[config.mk]
export PLATFORM = sky130hd
export DESIGN_NAME = imem_loader
export DESIGN_NICKNAME = d
export VERILOG_FILES = /design/src/rtl/imem_loader_pkg.sv /design/src/rtl/loader_timeout.sv /design/src/rtl/imem_loader.sv
export SDC_FILE = /design/constraint.sdc
export NUM_CORES = 1
export LEC_CHECK = 0
export BUFFER_PORTS_ARGS = -buffer_cell sky130_fd_sc_hd__buf_4
export CORE_ASPECT_RATIO = 1.25
export CORE_UTILIZATION = 45
export DETAILED_ROUTE_END_ITERATION = 7
export GPL_TIMING_DRIVEN = 0
export SETUP_SLACK_MARGIN = 0.1
export SLEW_MARGIN = 20
export SYNTH_ARGS = -nofsm -noshare
export SYNTH_HDL_FRONTEND = slang
export SYNTH_SLANG_ARGS = --single-unit
[constraint.sdc]
create_clock -name clk -period 6.8 [get_ports clk]
set_input_delay 1.36 -clock clk [delete_from_list [all_inputs] [get_ports clk]]
set_output_delay 1.36 -clock clk [all_outputs]
set_load 0.05 [all_outputs]
[src/rtl/imem_loader_pkg.sv]
// Shared types and frame constants for the boot-time instruction memory loader.
package imem_loader_pkg;

  // Loader FSM states
  typedef enum logic [2:0] {
    ST_IDLE   = 3'd0,
    ST_LEN_LO = 3'd1,
    ST_LEN_HI = 3'd2,
    ST_DATA   = 3'd3,
    ST_DONE   = 3'd4,
    ST_ERR    = 3'd5
  } state_e;

  // Frame layout
  localparam int unsigned BYTE_W = 8;
  localparam int unsigned WORD_W = 32;
  localparam int unsigned LEN_W  = 16;
  localparam int unsigned LANE_W = 2;

  localparam logic [BYTE_W-1:0] SYNC_BYTE = 8'hA5;
  localparam logic [LANE_W-1:0] LAST_LANE = 2'd3;

  // True while a frame is in progress and the inter-byte timeout applies
  function automatic logic in_frame(input state_e s);
    return (s == ST_LEN_LO) || (s == ST_LEN_HI) || (s == ST_DATA);
  endfunction

endpackage

[src/rtl/loader_timeout.sv]
// Saturating inter-byte cycle counter; expire_c flags TIMEOUT_CYC idle cycles.
module loader_timeout #(
  parameter int unsigned TIMEOUT_CYC = 1000000
) (
  input  logic clk,
  input  logic reset_n,
  input  logic clear,
  output logic expire_c
);

  localparam int unsigned CNT_W = $clog2(TIMEOUT_CYC + 1);
  localparam logic [CNT_W-1:0] CNT_MAX = CNT_W'(TIMEOUT_CYC);

  logic [CNT_W-1:0] cnt_q;

  // Count idle cycles, holding at the limit until cleared
  always_ff @(posedge clk or negedge reset_n) begin
    if (!reset_n) begin
      cnt_q <= '0;
    end else if (clear) begin
      cnt_q <= '0;
    end else if (cnt_q != CNT_MAX) begin
      cnt_q <= cnt_q + CNT_W'(1);
    end
  end

  assign expire_c = (cnt_q == CNT_MAX);

endmodule

[src/rtl/imem_loader.sv]
// Frames a byte stream into little-endian words and writes them to instruction RAM.
module imem_loader
  import imem_loader_pkg::*;
#(
  parameter int unsigned DEPTH       = 256,
  parameter int unsigned ADDR_W      = 8,
  parameter int unsigned TIMEOUT_CYC = 1000000
) (
  input  logic              clk,
  input  logic              reset_n,
  input  logic              rx_valid,
  input  logic [7:0]        rx_data,
  output logic              rx_ready,
  input  logic              rearm,
  output logic              mem_we,
  output logic [ADDR_W-1:0] mem_addr,
  output logic [31:0]       mem_wdata,
  output logic              cpu_hold,
  output logic              done,
  output logic              error
);

  state_e state_q, state_d;

  logic [BYTE_W-1:0]       len_lo_q;
  logic [ADDR_W-1:0]       len_m1_q;
  logic [ADDR_W-1:0]       widx_q;
  logic [LANE_W-1:0]       lane_q;
  logic [WORD_W-BYTE_W-1:0] wbuf_q;

  logic             acc_c;
  logic             tmo_clear_c;
  logic             tmo_expire_c;
  logic [LEN_W-1:0] len_c;
  logic             last_word_c;
  logic             at_rest_c;

  // Byte handshake and frame-field decode
  assign rx_ready    = (state_q == ST_IDLE) || in_frame(state_q);
  assign acc_c       = rx_valid && rx_ready;
  assign len_c       = {rx_data, len_lo_q};
  assign last_word_c = (widx_q == len_m1_q);
  assign at_rest_c   = (state_q == ST_DONE) || (state_q == ST_ERR);
  assign tmo_clear_c = acc_c || !in_frame(state_q);

  loader_timeout #(
    .TIMEOUT_CYC (TIMEOUT_CYC)
  ) u_timeout (
    .clk      (clk),
    .reset_n  (reset_n),
    .clear    (tmo_clear_c),
    .expire_c (tmo_expire_c)
  );

  // State register
  always_ff @(posedge clk or negedge reset_n) begin
    if (!reset_n) begin
      state_q <= ST_IDLE;
    end else begin
      state_q <= state_d;
    end
  end

  // Next-state logic; an accepted byte wins over timeout expiry
  always_comb begin
    state_d = state_q;
    case (state_q)
      ST_IDLE: begin
        if (acc_c && (rx_data == SYNC_BYTE)) state_d = ST_LEN_LO;
      end
      ST_LEN_LO: begin
        if (acc_c)             state_d = ST_LEN_HI;
        else if (tmo_expire_c) state_d = ST_ERR;
      end
      ST_LEN_HI: begin
        if (acc_c) begin
          if (len_c == '0)               state_d = ST_DONE;
          else if (32'(len_c) > DEPTH)   state_d = ST_ERR;
          else                           state_d = ST_DATA;
        end else if (tmo_expire_c) begin
          state_d = ST_ERR;
        end
      end
      ST_DATA: begin
        if (acc_c) begin
          if ((lane_q == LAST_LANE) && last_word_c) state_d = ST_DONE;
        end else if (tmo_expire_c) begin
          state_d = ST_ERR;
        end
      end
      ST_DONE, ST_ERR: begin
        if (rearm) state_d = ST_IDLE;
      end
      default: state_d = ST_IDLE;
    endcase
  end

  // Frame datapath and registered outputs
  always_ff @(posedge clk or negedge reset_n) begin
    if (!reset_n) begin
      len_lo_q  <= '0;
      len_m1_q  <= '0;
      widx_q    <= '0;
      lane_q    <= '0;
      wbuf_q    <= '0;
      mem_we    <= 1'b0;
      mem_addr  <= '0;
      mem_wdata <= '0;
      cpu_hold  <= 1'b1;
      done      <= 1'b0;
      error     <= 1'b0;
    end else begin
      mem_we <= 1'b0;

      if (acc_c && (state_q == ST_LEN_LO)) begin
        len_lo_q <= rx_data;
      end

      if (acc_c && (state_q == ST_LEN_HI)) begin
        len_m1_q <= ADDR_W'(len_c - 16'd1);
        widx_q   <= '0;
        lane_q   <= '0;
      end

      if (acc_c && (state_q == ST_DATA)) begin
        lane_q <= lane_q + LANE_W'(1);
        case (lane_q)
          2'd0: wbuf_q[7:0]   <= rx_data;
          2'd1: wbuf_q[15:8]  <= rx_data;
          2'd2: wbuf_q[23:16] <= rx_data;
          default: begin
            mem_we    <= 1'b1;
            mem_addr  <= widx_q;
            mem_wdata <= {rx_data, wbuf_q};
            widx_q    <= widx_q + ADDR_W'(1);
          end
        endcase
      end

      if (rearm && at_rest_c) begin
        widx_q <= '0;
        lane_q <= '0;
      end

      // cpu_hold falls one cycle after DONE is entered, after the last write
      cpu_hold <= !((state_q == ST_DONE) && !rearm);
      done     <= (state_d == ST_DONE);
      error    <= (state_d == ST_ERR);
    end
  end

endmodule

# After elaboration in Yosys (flattened, before gate mapping)
# Index checks and enable logic that the tools add are counted.
[word_totals] wordCells=83 regBits=117
[op_classes] bitwise_logic=1 n_reduce_logical=27 n_addsub=4 magnitude_cmp=1 n_eq_ne=14 mux=21
[ops] operator="2-to-1 mux 20 bit" count=2
[ops] operator="2-to-1 mux 8 bit" count=4
[ops] operator="2-to-1 mux 3 bit" count=9
[ops] operator="adder 20 x 1 -> 20 bit, second input constant" count=1
[ops] operator="equality test 20 bit, second input constant" count=1
[ops] operator="!= test 20 bit, second input constant" count=1
[ops] operator="> comparator 16 x 9 -> 1 bit, second input constant" count=1
[ops] operator="zero test 16 bit" count=1
[ops] operator="one-hot mux 3 bit (5 select lines)" count=1
[ops] operator="equality test 3 bit, second input constant" count=4
[ops] operator="adder 8 x 1 -> 8 bit, second input constant" count=1
[ops] operator="equality test 8 bit" count=1
[ops] operator="equality test 8 bit, second input constant" count=1
[ops] operator="logical AND 1 bit" count=8
[ops] operator="AND reduction 2 bit" count=4
[ops] operator="subtractor 8 x 1 -> 8 bit, second input constant" count=1
[ops] operator="equality test 3 x 2 -> 1 bit, second input constant" count=2
[ops] operator="2-to-1 mux 2 bit" count=3
[ops] operator="logical OR 1 bit" count=5
[ops] operator="equality test 2 bit, second input constant" count=2
[ops] operator="equality test 3 x 1 -> 1 bit, second input constant" count=1
[ops] operator="zero test 1 bit" count=3
[ops] operator="zero test 3 bit" count=1
[ops] operator="nonzero test 3 bit" count=1
[ops] operator="other kinds (8)" count=9

# Logic depth before layout (Yosys ltp)
[depth] depth_word=10 mapped_depth=9 ltp_nobuf=7

# By module
# Synthesis repeated with hierarchy kept, for this count alone.
[unflattened] cells_unflattened=531 area_unflattened_um2=5341.4
[modules_own_cells] module="imem_loader" seq_area_each_um2=2428.6 cells_per_inst=418 area_each_um2=4197.8 n_inst=1
[modules_own_cells] module="loader_timeout" seq_area_each_um2=500.5 cells_per_inst=113 area_each_um2=1143.6 n_inst=1

# Worst setup path before layout
# No wires, ideal clock.
[synth_path] path_kind="input-to-reg" from="input port rx_data[1]" to="register error" required_time_ns=6.676 setup_slack_ns=3.854 setup_time_ns=0.124 stages=5 t_arrival_ns=2.822 n_path_buf=0 cell_sequence="or4_4 nor4_4 a31oi_1 or4_4 o31a_1"
[synth_via] elab_cells_between_ends=10 classes_between="1 x order compare; 2 x eq/ne; 5 x mux; 2 x reduce/logical"
[synth_lines] item="start: declaration" line_no="imem_loader.sv:12" source="input logic [7:0] rx_data,"
[synth_lines] item="zero test 16 bit / equality test 8 bit (equally long branches)" line_no="imem_loader.sv:77, imem_loader.sv:69"
[synth_lines] item="2-to-1 mux 3 bit / logical AND 1 bit (equally long branches)" line_no="imem_loader.sv:77, imem_loader.sv:69"
[synth_lines] item="2-to-1 mux 3 bit, on equally long branches" line_no="imem_loader.sv:76, imem_loader.sv:69"
[synth_lines] item="one-hot mux 3 bit (5 select lines) *" line_no="imem_loader.sv:67" source="case (state_q)"
[synth_lines] item="named net state_d[0]" line_no="imem_loader.sv:23" source="state_e state_q, state_d;"
[synth_lines] item="equality test 3 bit *" line_no="imem_loader.sv:148" source="error <= (state_d == ST_ERR);"
[synth_lines] item="end signal: assignment" line_no="imem_loader.sv:148"
[synth_lines] item="end: declaration" line_no="imem_loader.sv:20" source="output logic error"
# Mark *: on every way through the listed nets, which the timed path passes. The rest lies on a longest branch.
# A chain may end at the register's enable or synchronous reset.

# Final worst setup path
[layout_path] from="input port rx_valid" to="register widx_q[1]"
[layout_via] elab_chain_len=6 elab_cells_between_ends=7 classes_between="4 x mux; 3 x reduce/logical"
[layout_lines] item="start: declaration" line_no="imem_loader.sv:11" source="input logic rx_valid,"
[layout_lines] item="logical AND 1 bit *" line_no="imem_loader.sv:40" source="assign acc_c = rx_valid && rx_ready;"
[layout_lines] item="logical AND 1 bit" line_no="imem_loader.sv:119" source="if (acc_c && (state_q == ST_LEN_HI)) begin"
[layout_lines] item="2-to-1 mux 8 bit" line_no="imem_loader.sv:119"
[layout_lines] item="2-to-1 mux 8 bit" line_no="imem_loader.sv:127" source="case (lane_q)"
[layout_lines] item="2-to-1 mux 8 bit *" line_no="imem_loader.sv:125" source="if (acc_c && (state_q == ST_DATA)) begin"
[layout_lines] item="2-to-1 mux 8 bit *" line_no="imem_loader.sv:140" source="if (rearm && at_rest_c) begin"
[layout_lines] item="end signal: assignment" line_no="imem_loader.sv:135" source="widx_q <= widx_q + ADDR_W'(1);"
[layout_lines] item="end: declaration" line_no="imem_loader.sv:27" source="logic [ADDR_W-1:0] widx_q;"
# Mark *: on every way between the ends. The rest lies on a longest branch, timed or not.

==> results.ini <==
[final_layout]
drive_gt1_frac = 0.197
nets = 616
post-route-util = 0.573
nFillCells = 981
final_cell_mix = 143 x nand2_1, 116 x dfrtp_1, 54 x buf_4
final_common_cell = nand2_1
area_growth_pct = 23.3
n_antenna_cell = 0

[min_path]
hold_start = wbuf_q[4]$_DFFE_PN0P_
whs_endpoint = mem_wdata[4]$_DFFE_PN0P_
hp-class = flop to flop
whs_path_depth = 2

[pwr]
p_int_mw = 1.42
p_sw_frac = 0.239
total_leakage_power_nw = 3.17
p_comb_frac = 0.097
powerDensity_nw_per_um2 = 290
power_switching_uw = 444
clkPwrFrac = 0.483
ir_drop_uv = 175
total_power_mw = 1.86
p_seq_frac = 0.420

[die]
start_util = 0.465
die_h_um = 122
fp-row-count = 43
dieWidth_um = 98.2
ioPinCount = 57
die_area_sq_um = 12000
coreArea_sq_um = 11200

[logic_synthesis]
yosys_warnings = 0
yosys.area.top_type_share = 0.558
synth.area.top_cells = dfrtp_1 56%, nand2_1 10%, mux2_2 5.8%, xnor2_1 2.9%, nor2_1 2.5%
synthFlopType = dfrtp_1
synth-seq-area-share = 0.563
synth_area_sq_um = 5200
synthArstFlopShare = 1.00
ys_ff_latch = 117
synth_edf_count = 0
syn-num-nets = 541
syn_avg_cell_area_sq_um = 9.99
ys_types = 44
post-synth-top-area-cell = dfrtp_1
syn_inst = 521

[detailed_routing]
drc_errors = 1
drtIter0Drc = 163
wl_per_cell_um = 15.2
viasPerCell = 5.22
drtPass1Iterations = 8
detail-route-antenna-nets = 0
wirelength_um = 11300
vias = 3877

[worst_setup_path]
r2r-start = len_lo_q[0]$_DFFE_PN0P_
critical_path_required_ns = 7.13
arrival_ns = 3.25
path_cells = clkbuf_1 -> and4b_1 -> clkbuf_1 -> nand2_1 -> inv_1 -> buf_2 -> buf_1 -> nand2_1 -> a21oi_1
startpoint_type = primary input
critPathMaxStageDelay_ns = 0.45
endpoint_kind = flop
crit_type = primary input to flop
r2r_end = error$_DFF_PN0_
cp_slowest_cell = buf_1
r2r_slack_ns = 4.50
worst_r2r_path_depth = 7
cp_max_fo = 10

[sta]
period_needed_ns = 2.91
worstMarginPinSlew_ns = 0.976
timing.fmax_mhz = 343
hold_viol_final = 0
rsz0062_at_grt = no
fin_crit_sh = 0.428
slew_headroom = 0.348
maxSlewViolCount = 0
setup_viol = 0
tns_ns = 0
worst_slack_ns = 3.89
worst_clock_skew_ns = 0.00569

[placement]
port_buffers = 55
dp_hpwl_um = 7790
dp_slack_ns = 3.49
gp_congestion = 0.832

[grt]
grtUsageTotal = 0.209
antenna_found_initial = 0
grt_pass1_wl_um = 19100
overflow = 0
grt_max_degree = 63
grt_pass1_vias = 3875

[clock_tree]
cts_buffers = 17
ctsRootBufferMaster = clkbuf_16
clk_path_buf_depth = 2
hold_buffers = 0
htree_levels = 4
clkSinkCount = 117
clk_latency_ns = 0.41
path_clk_slew_ns = 0.05
cts_resized = 0
post-cts-setup-buffers = 0
cts_tree = built

[outcome]
status = finished with violations
violations = design-rule violations

[flow_run]
cap_violations = 0

## metal layers
layer | share of wire | track usage | vias to the layer above
li1 | - | - | 1909
met2 | 0.50 | 0.355 | 65
met3 | 0.030 | 0.0535 | 15
met1 | 0.45 | 0.257 | 1888
met5 | 0 | 0 | -
met4 | 0.017 | 0.0830 | 0
## final cells by class
class                      instances  area, sq um  area share
multi-input combinational        369         2140       0.334
buffer                            22         85.1      0.0133
clock buffer                      22          474      0.0739
inverter                          13         48.8     0.00760
tap                              135          169      0.0263
clock inverter                     9          126      0.0197
sequential                       117         2930       0.456
timing repair buffer              56          444      0.0692
## cells by family after synthesis
kind of cell | synth area share
buf+inv | 0.0257
fa+ha+maj | 0.0192
simple gates | 0.232
compound gates | 0.0546
flops | 0.563
xor+xnor | 0.0454
mux | 0.0604
## flip-flops by register name, indices dropped and copies added, names as in the netlist, 3 cells and up
name	flops
widx_q	8
state_q	3
len_m1_q	8
len_lo_q	8
mem_addr	8
mem_wdata	32
u_timeout.cnt_q	20
wbuf_q	24
## Yosys cell counts (2+ instances only)
cell type / n
a21oi_1: 13
a31oi_1: 4
and3_1: 6
and4_1: 3
buf_1: 3
buf_2: 2
clkbuf_1: 17
dfrtp_1: 116
ha_1: 8
inv_1: 13
mux2_2: 27
nand2_1: 143
nand2b_1: 4
nand3_1: 16
nand3b_1: 8
nand4_1: 9
nand4b_1: 2
nor2_1: 35
nor3_1: 5
nor3b_1: 2
nor4_1: 4
nor4bb_1: 2
o21ai_0: 24
o31a_1: 2
o31ai_1: 3
or3_1: 6
or4_4: 2
xnor2_1: 17
xor2_1: 10
## power by group through the flow
stage / Sequential (mW) / Clock (mW) / Combinational (mW)
floorplan: 0.785 / 0 / 0.119
global placement: 0.791 / 0 / 0.174
detailed placement: 0.793 / 0 / 0.181
CTS: 0.781 / 0.914 / 0.183
global route: 0.788 / 0.950 / 0.205
finish: 0.782 / 0.898 / 0.180
## how the worst max path moves through the flow
stage,startpoint,end,slack [ns],cells past startpoint
after floorplan,rx_data[1],error$_DFF_PN0_,3.85,5
after global placement,rx_valid,widx_q[1]$_DFF_PN0_,3.48,9
after detailed placement,rx_valid,widx_q[1]$_DFF_PN0_,3.49,9
after CTS,rx_valid,widx_q[1]$_DFF_PN0_,3.90,9
after global routing,rx_valid,widx_q[1]$_DFF_PN0_,3.69,9
final,rx_valid,widx_q[1]$_DFF_PN0_,3.89,9
## stage by stage
stage / hold slack, ns / cells / instance area, sq um
2_1_floorplan: 0.433 / 521 / 5200
3_3_place_gp: 0.443 / 711 / 5790
3_5_place_dp: 0.449 / 712 / 5820
4_1_cts: 0.462 / 743 / 6420
5_1_grt: 0.472 / 743 / 6420
6_report: 0.459 / 743 / 6420
## worst max-delay path, delay by kind of cell
kind | cells | cell delay [ns]
AND/OR/NAND/NOR | 3 | 0.49
buffers and inverters | 5 | 1.25
AO/OA/AOI/OAI | 1 | 0.13
No activity file was read; power rests on OpenSTA's default activity.
